## config.mk

```make
export PLATFORM = sky130hd
export DESIGN_NAME = alu_arbiter
export DESIGN_NICKNAME = d
export VERILOG_FILES = /design/src/rtl/alu_arbiter.sv
export SDC_FILE = /design/constraint.sdc
export NUM_CORES = 1
export LEC_CHECK = 0
export ABC_CLOCK_PERIOD_IN_PS = 4100
export BUFFER_PORTS_ARGS = -buffer_cell sky130_fd_sc_hd__buf_2
export CAP_MARGIN = 25
export CELL_PAD_IN_SITES_DETAIL_PLACEMENT = 0
export CELL_PAD_IN_SITES_GLOBAL_PLACEMENT = 1
export CORE_MARGIN = 1.5
export CORE_UTILIZATION = 25
export CTS_CLUSTER_DIAMETER = 60
export DETAILED_ROUTE_END_ITERATION = 8
export GPL_TIMING_DRIVEN = 0
export PLACE_DENSITY_LB_ADDON = 0.3
export RECOVER_POWER = 100
export SLEW_MARGIN = 30
export SYNTH_ARGS = -nofsm -noshare
export SYNTH_HDL_FRONTEND = slang
export SYNTH_SLANG_ARGS = --single-unit
```

## constraint.sdc

```tcl
create_clock -name clk -period 4.1 [get_ports clk]
set_input_delay 0.82 -clock clk [delete_from_list [all_inputs] [get_ports clk]]
set_output_delay 0.82 -clock clk [all_outputs]
set_load 0.01 [all_outputs]
```

## src/rtl/alu_arbiter.sv

```systemverilog
// Two-requester front end for a single shared combinational ALU (IDLE -> EXEC -> RESP).
// Define ALU_ARBITER_ROUND_ROBIN_EN for round-robin tie-breaking; default is fixed priority to req0.
module alu_arbiter #(
    parameter int unsigned SIZE = 10
) (
    input  logic            clk,
    input  logic            rst,
    input  logic            req0_valid,
    input  logic            req1_valid,
    output logic            req0_ready,
    output logic            req1_ready,
    input  logic [2:0]      req0_ctl,
    input  logic [2:0]      req1_ctl,
    input  logic [SIZE-1:0] req0_a,
    input  logic [SIZE-1:0] req0_b,
    input  logic [SIZE-1:0] req1_a,
    input  logic [SIZE-1:0] req1_b,
    output logic [2:0]      alu_ctl,
    output logic [SIZE-1:0] alu_in1,
    output logic [SIZE-1:0] alu_in2,
    input  logic [SIZE-1:0] alu_out,
    input  logic            alu_carry,
    input  logic            alu_zero,
    output logic            rsp_valid,
    input  logic            rsp_ready,
    output logic            rsp_id,
    output logic [SIZE-1:0] rsp_data,
    output logic            rsp_carry,
    output logic            rsp_zero
);

    localparam logic [1:0] IDLE = 2'd0;
    localparam logic [1:0] EXEC = 2'd1;
    localparam logic [1:0] RESP = 2'd2;

    logic [1:0]      state_q, state_d;
    logic [2:0]      op_ctl_q;
    logic [SIZE-1:0] op_a_q, op_b_q;
    logic            op_id_q;
    logic            rsp_id_q, rsp_carry_q, rsp_zero_q;
    logic [SIZE-1:0] rsp_data_q;
    logic            gnt0, gnt1, accept, idle_open;

`ifdef ALU_ARBITER_ROUND_ROBIN_EN
    logic last_grant_q;

    // On a tie the requester that was not granted last wins.
    assign gnt0 = req0_valid & (~req1_valid | last_grant_q);
    assign gnt1 = req1_valid & (~req0_valid | ~last_grant_q);

    always_ff @(posedge clk or posedge rst) begin
        if (rst) begin
            last_grant_q <= 1'b1;
        end else if (accept) begin
            last_grant_q <= req1_ready;
        end
    end
`else
    assign gnt0 = req0_valid;
    assign gnt1 = req1_valid & ~req0_valid;
`endif

    // Grants are withheld while reset is held so nothing is accepted before it falls.
    assign idle_open  = (state_q == IDLE) & ~rst;
    assign req0_ready = idle_open & gnt0;
    assign req1_ready = idle_open & gnt1;
    assign accept     = req0_ready | req1_ready;

    always_comb begin
        state_d = state_q;
        case (state_q)
            IDLE:    if (accept) state_d = EXEC;
            EXEC:    state_d = RESP;
            RESP:    if (rsp_ready) state_d = IDLE;
            default: state_d = IDLE;
        endcase
    end

    always_ff @(posedge clk or posedge rst) begin
        if (rst) begin
            state_q <= IDLE;
        end else begin
            state_q <= state_d;
        end
    end

    always_ff @(posedge clk or posedge rst) begin
        if (rst) begin
            op_ctl_q <= 3'b111;
            op_a_q   <= '0;
            op_b_q   <= '0;
            op_id_q  <= 1'b0;
        end else if (accept) begin
            op_ctl_q <= req1_ready ? req1_ctl : req0_ctl;
            op_a_q   <= req1_ready ? req1_a : req0_a;
            op_b_q   <= req1_ready ? req1_b : req0_b;
            op_id_q  <= req1_ready;
        end
    end

    always_ff @(posedge clk or posedge rst) begin
        if (rst) begin
            rsp_id_q    <= 1'b0;
            rsp_data_q  <= '0;
            rsp_carry_q <= 1'b0;
            rsp_zero_q  <= 1'b0;
        end else if (state_q == EXEC) begin
            rsp_id_q    <= op_id_q;
            rsp_data_q  <= alu_out;
            rsp_carry_q <= alu_carry;
            rsp_zero_q  <= alu_zero;
        end
    end

    // The shared ALU sees a neutral "zero" op whenever we are not executing.
    always_comb begin
        alu_ctl = 3'b111;
        alu_in1 = '0;
        alu_in2 = '0;
        if (state_q == EXEC) begin
            alu_ctl = op_ctl_q;
            alu_in1 = op_a_q;
            alu_in2 = op_b_q;
        end
    end

    assign rsp_valid = (state_q == RESP);
    assign rsp_id    = rsp_id_q;
    assign rsp_data  = rsp_data_q;
    assign rsp_carry = rsp_carry_q;
    assign rsp_zero  = rsp_zero_q;

endmodule

```

; After elaboration in Yosys (flattened, before gate mapping)
; Cells that the tools add are included.
[classes]
n_bitwise = 7
n_reduce_logical = 2
mux = 9
n_eq_ne = 4
[ops]
columns = op, count
row1 = $mux W10, 4
row2 = $mux W3, 2
row3 = $pmux W2 S3, 1
row4 = $and A1 B1 Y1, 4
row5 = $mux W2, 2
row6 = $eq A2 B1 Y1 const B, 1
row7 = $eq A2 B2 Y1 const B, 1
row8 = $logic_not A2 Y1, 1
row9 = $ne A2 B1 Y1 const B, 1
row10 = $ne A2 B2 Y1 const B, 1
row11 = $not A1 Y1, 2
row12 = $reduce_and A2 Y1, 1
row13 = $or A1 B1 Y1, 1
[totals]
output_inout_bits = 39
elab_cells = 31
input_bits = 63
reg_bits = 39

; Longest topological paths before layout
[logic_depth]
ltp_word = 6
mapped_depth = 5

; Worst setup path after synthesis
; Ideal clock, no wire load.
[synth_path]
kind = input to output
start = input port req0_valid
end = output port req1_ready
path_slack_ps = 1694
arrival_time_ps = 1586
stages = 4
required_time_ps = 3280
cell_sequence = nand2b_1 > buf_6 > buf_12 > nor4_1
[synth_between]
elab_chain_cells = 3
[synth_rtl]
columns = item, line_no
row1 = from (decl), 8  ; input logic req0_valid,
row2 = $not A1 Y1, 60  ; assign gnt1 = req1_valid & ~req0_valid;
row3 = $and A1 B1 Y1, 60
row4 = $and A1 B1 Y1, 66  ; assign req1_ready = idle_open & gnt1;
row5 = to (decl), 11  ; output logic req1_ready,
; Every way passes these cells.

; Final worst setup path
[layout_path]
start = register state_q[0]
end = output port alu_in1[9]
[layout_between]
elab_chain_cells = 2
[layout_rtl]
columns = item, line_no
row1 = from (decl), 36  ; logic [1:0] state_q, state_d;
row2 = from (signal assigned), 83  ; state_q <= state_d;
row3 = $eq A2 B1 Y1, 120  ; if (state_q == EXEC) begin
row4 = $mux W10, 120
row5 = to (decl), 19  ; output logic [SIZE-1:0] alu_in1,
; Every way passes these cells.

==> parameters.txt <==
Parameter                              Value

Status
  Run status ... finished clean

Die
  I/O pin count ... 102
  Number of rows in the core area ... 33
  Starting Density ... 0.257
  Area enclosed by the die boundary ... 8970 µm²
  Floorplan Core Area ... 8180 µm²
  Die Height ... 94.7 µm
  Horizontal die dimension ... 94.7 µm

Critical path
  Type of the worst setup path ... register to output port
  Cell chain of the critical path ... nor2b_1, clkbuf_1, clkbuf_1, and2_1, clkbuf_1
  Critical Path RT ... 3.28 ns
  Arrival time at the worst endpoint ... 2.04 ns
  Most used cell, CP ... sky130_fd_sc_hd__clkbuf_1
  Critical path's slowest cell ... sky130_fd_sc_hd__clkbuf_1
  Delay contributed by the slowest stage of the critical path ... 0.45 ns
  Kind of capture point of the worst setup path ... output port
  Critical path launch point type ... register
  Total buffers and inverters traversed by the critical path ... 3
  Cell type group with the largest total delay on the critical path ... buffers and inverters
  Maximum fanout along the worst path ... 10
  Slack of the worst reg-to-reg path ... 1.87 ns

Cells and area
  Non-Filler Cell Area, Final ... 2700 µm²
  Share of cells above drive strength 1 ... 0.502
  # diodes ... 0
  Fillcell total ... 867
  Number of nets at the end of the flow ... 315
  Share of the core filled with cells in the final layout ... 0.330
  Area delta synth->final ... 28.2%

Clocking
  Total of hold buffers inserted after clock tree synthesis ... 0
  Htree depth ... 2
  Clock tree from TritonCTS ... yes
  CTS resizes ... 0
  Count of clock tree sinks ... 39
  Post-CTS setup buffers ... 0
  Clock transition at path regs ... 0.08 ns
  Buffer cell driving the clock tree root ... sky130_fd_sc_hd__clkbuf_8
  Deepest clock path buffer count ... 2
  Number of CTS-inserted buffers ... 5
  Clock latency reported for the late side of the worst-skew pair ... 0.28 ns

STA
  Final worst clock skew ... 0.00515 ns
  # setup viols final ... 0
  Clock period minus final worst setup slack ... 2.86 ns
  Number of hold violations in the final report ... 0
  Max-slew violation count ... 0
  Share of the cycle needed by the critical path after routing ... 0.697
  Top achievable clock speed ... 350 MHz
  Worst Max-Slew Pin Slew ... 1.35 ns
  Unrepaired setup endpoints after global routing ... no
  Setup TNS Final ... 0 ns
  Worst slew slack as a fraction of its limit ... 0.0979

Placement
  Post-detail-place hpwl ... 3.61 mm
  I/O Buffers ... 101
  Final weighted congestion in routability-driven placement ... 0.664
  Placement-stage cell area ... 2760 µm²

Synthesis
  Fraction of synthesis flops using an asynchronous set or reset pin ... 1.00
  Gate count of the mapped netlist ... 143
  Top cells by area in the synthesized netlist ... sky130_fd_sc_hd__dfrtp_1 43%, sky130_fd_sc_hd__mux2_4 27%, sky130_fd_sc_hd__mux2_2 11%
  Share of Yosys cell area claimed by the top area cell type ... 0.428
  Syn Std Cell Area ... 2100 µm²
  Yosys top cell by area ... sky130_fd_sc_hd__dfrtp_1
  Net Count, Synth ... 206
  Post-synth top flop ... sky130_fd_sc_hd__dfrtp_1
  Warning count from the yosys run ... 0
  Post-Syn Area per Cell ... 14.7 µm²
  Unique cell type count in the Yosys netlist ... 20
  Sequential cell area fraction in the yosys report ... 0.466
  Synthesis-stage register bit count ... 39
  Number of enable flip-flop cells after synthesis ... 0

Routing
  DR DRC count ... 0
  Post-detailed-route wirelength per cell ... 13.1 µm
  Aggregate routed wire length ... 4.70 mm
  Overall via count from detail_route ... 1,444
  Count of routing violations after the opening detailed-route iteration ... 24
  Post-DR vias/cell ... 4.03
  Count of nets left with antenna violations after detail routing ... 0
  1st-pass router iterations ... 4

Worst hold path
  Hold/Removal Path Class ... register to register

Global routing
  Pin count of the biggest net entering global routing ... 26
  Global-route wire length before repair ... 7.56 mm
  Initial antenna violation count ... 0
  Total congestion overflow after global routing ... 0
  Total routing resource utilization after global routing ... 0.111
  Number of global-route vias before repair ... 1,531

Power
  Pwr Density ... 504 nW/µm²
  Peak VDD IR ... 0.000169 V
  Leakage ... 0.00129 µW

Job
  Max-cap violation count ... 0
[final timing paths]
check | cells after the start | to | startpoint
min in group asynchronous | 2 | rsp_data[5] | rst
worst max register to register | 5 | op_b_q[8] | state_q[1]
worst min-delay path | 1 | op_a_q[5] | op_a_q[5]
max in group asynchronous | 3 | op_b_q[5] | rst
worst max-delay path | 5 | alu_in1[9] | state_q[0]
worst min register to register | 1 | op_a_q[5] | op_a_q[5]
[metrics by stage]
stage	hold WS, ns	instances	worst slack, ns	power (µW)
finish	0.483	358	1.24	1360
detailed placement	0.486	350	1.52	1240
floorplan	0.457	143	1.69	1030
global route	0.517	358	1.04	1470
CTS	0.505	358	1.48	1500
global placement	0.482	349	1.52	1220
[sequential cells by signal (all words and copies together) (netlist names)]
signal,cells
state_q,2
rsp_carry,1
op_id_q,1
rsp_zero,1
op_ctl_q,3
op_a_q,10
rsp_id,1
rsp_data,10
op_b_q,10
[cell usage after synthesis, drive strengths merged (2+ instances only)]
cell / number
dfstp: 3
buf: 8
nor2b: 2
dfrtp: 36
and2: 21
inv: 2
mux2: 59
clkbuf: 2
nand2b: 4
[power breakdown]
part / total (µW) / switching, µW / internal, µW / leakage [µW]
Clock: 247 / 130 / 116 / 0.0000477
Combinational: 470 / 222 / 249 / 0.000784
Sequential: 642 / 76.9 / 565 / 0.000455
Total: 1360 / 429 / 930 / 0.00129
[layout make-up]
cell class	count	area [µm²]	area share
Buffer	10	77.6	0.0288
Inverter	2	7.51	0.00278
Clock inverter	3	15.0	0.00557
Multi-Input combinational cell	92	945	0.350
Clock buffer	5	68.8	0.0255
Tap cell	105	131	0.0487
Sequential cell	39	980	0.363
Timing Repair Buffer	102	472	0.175
[cell usage in the layout, fill, tap and decap left out, drive strengths merged]
cell / netlist / layout
buf: 8 / 74
clkbuf: 2 / 43
nor4: 1 / 1
a21oi: 1 / 1
nor3: 1 / 1
clkinv: 0 / 3
nor2b: 2 / 2
inv: 2 / 2
nor2: 1 / 1
nand2b: 4 / 4
a21o: 1 / 1
and2: 21 / 21
dfstp: 3 / 3
dfrtp: 36 / 36
mux2: 59 / 59
o21a: 1 / 1
[cell families after synthesis]
group / share of synthesized area
multiplexers: 0.384
buffers and inverters: 0.0506
AO/OA/AOI/OAI: 0.00952
flip-flops: 0.466
AND/OR/NAND/NOR: 0.0904
[per-layer routing]
metal	global-route usage	vias up	wire length [µm]
met2	0.180	63	2170
met4	0.0336	0	41
li1	-	702	-
met5	0	-	0
met3	0.0338	2	378
met1	0.142	677	2110
Power figures use the tool's default switching activity.
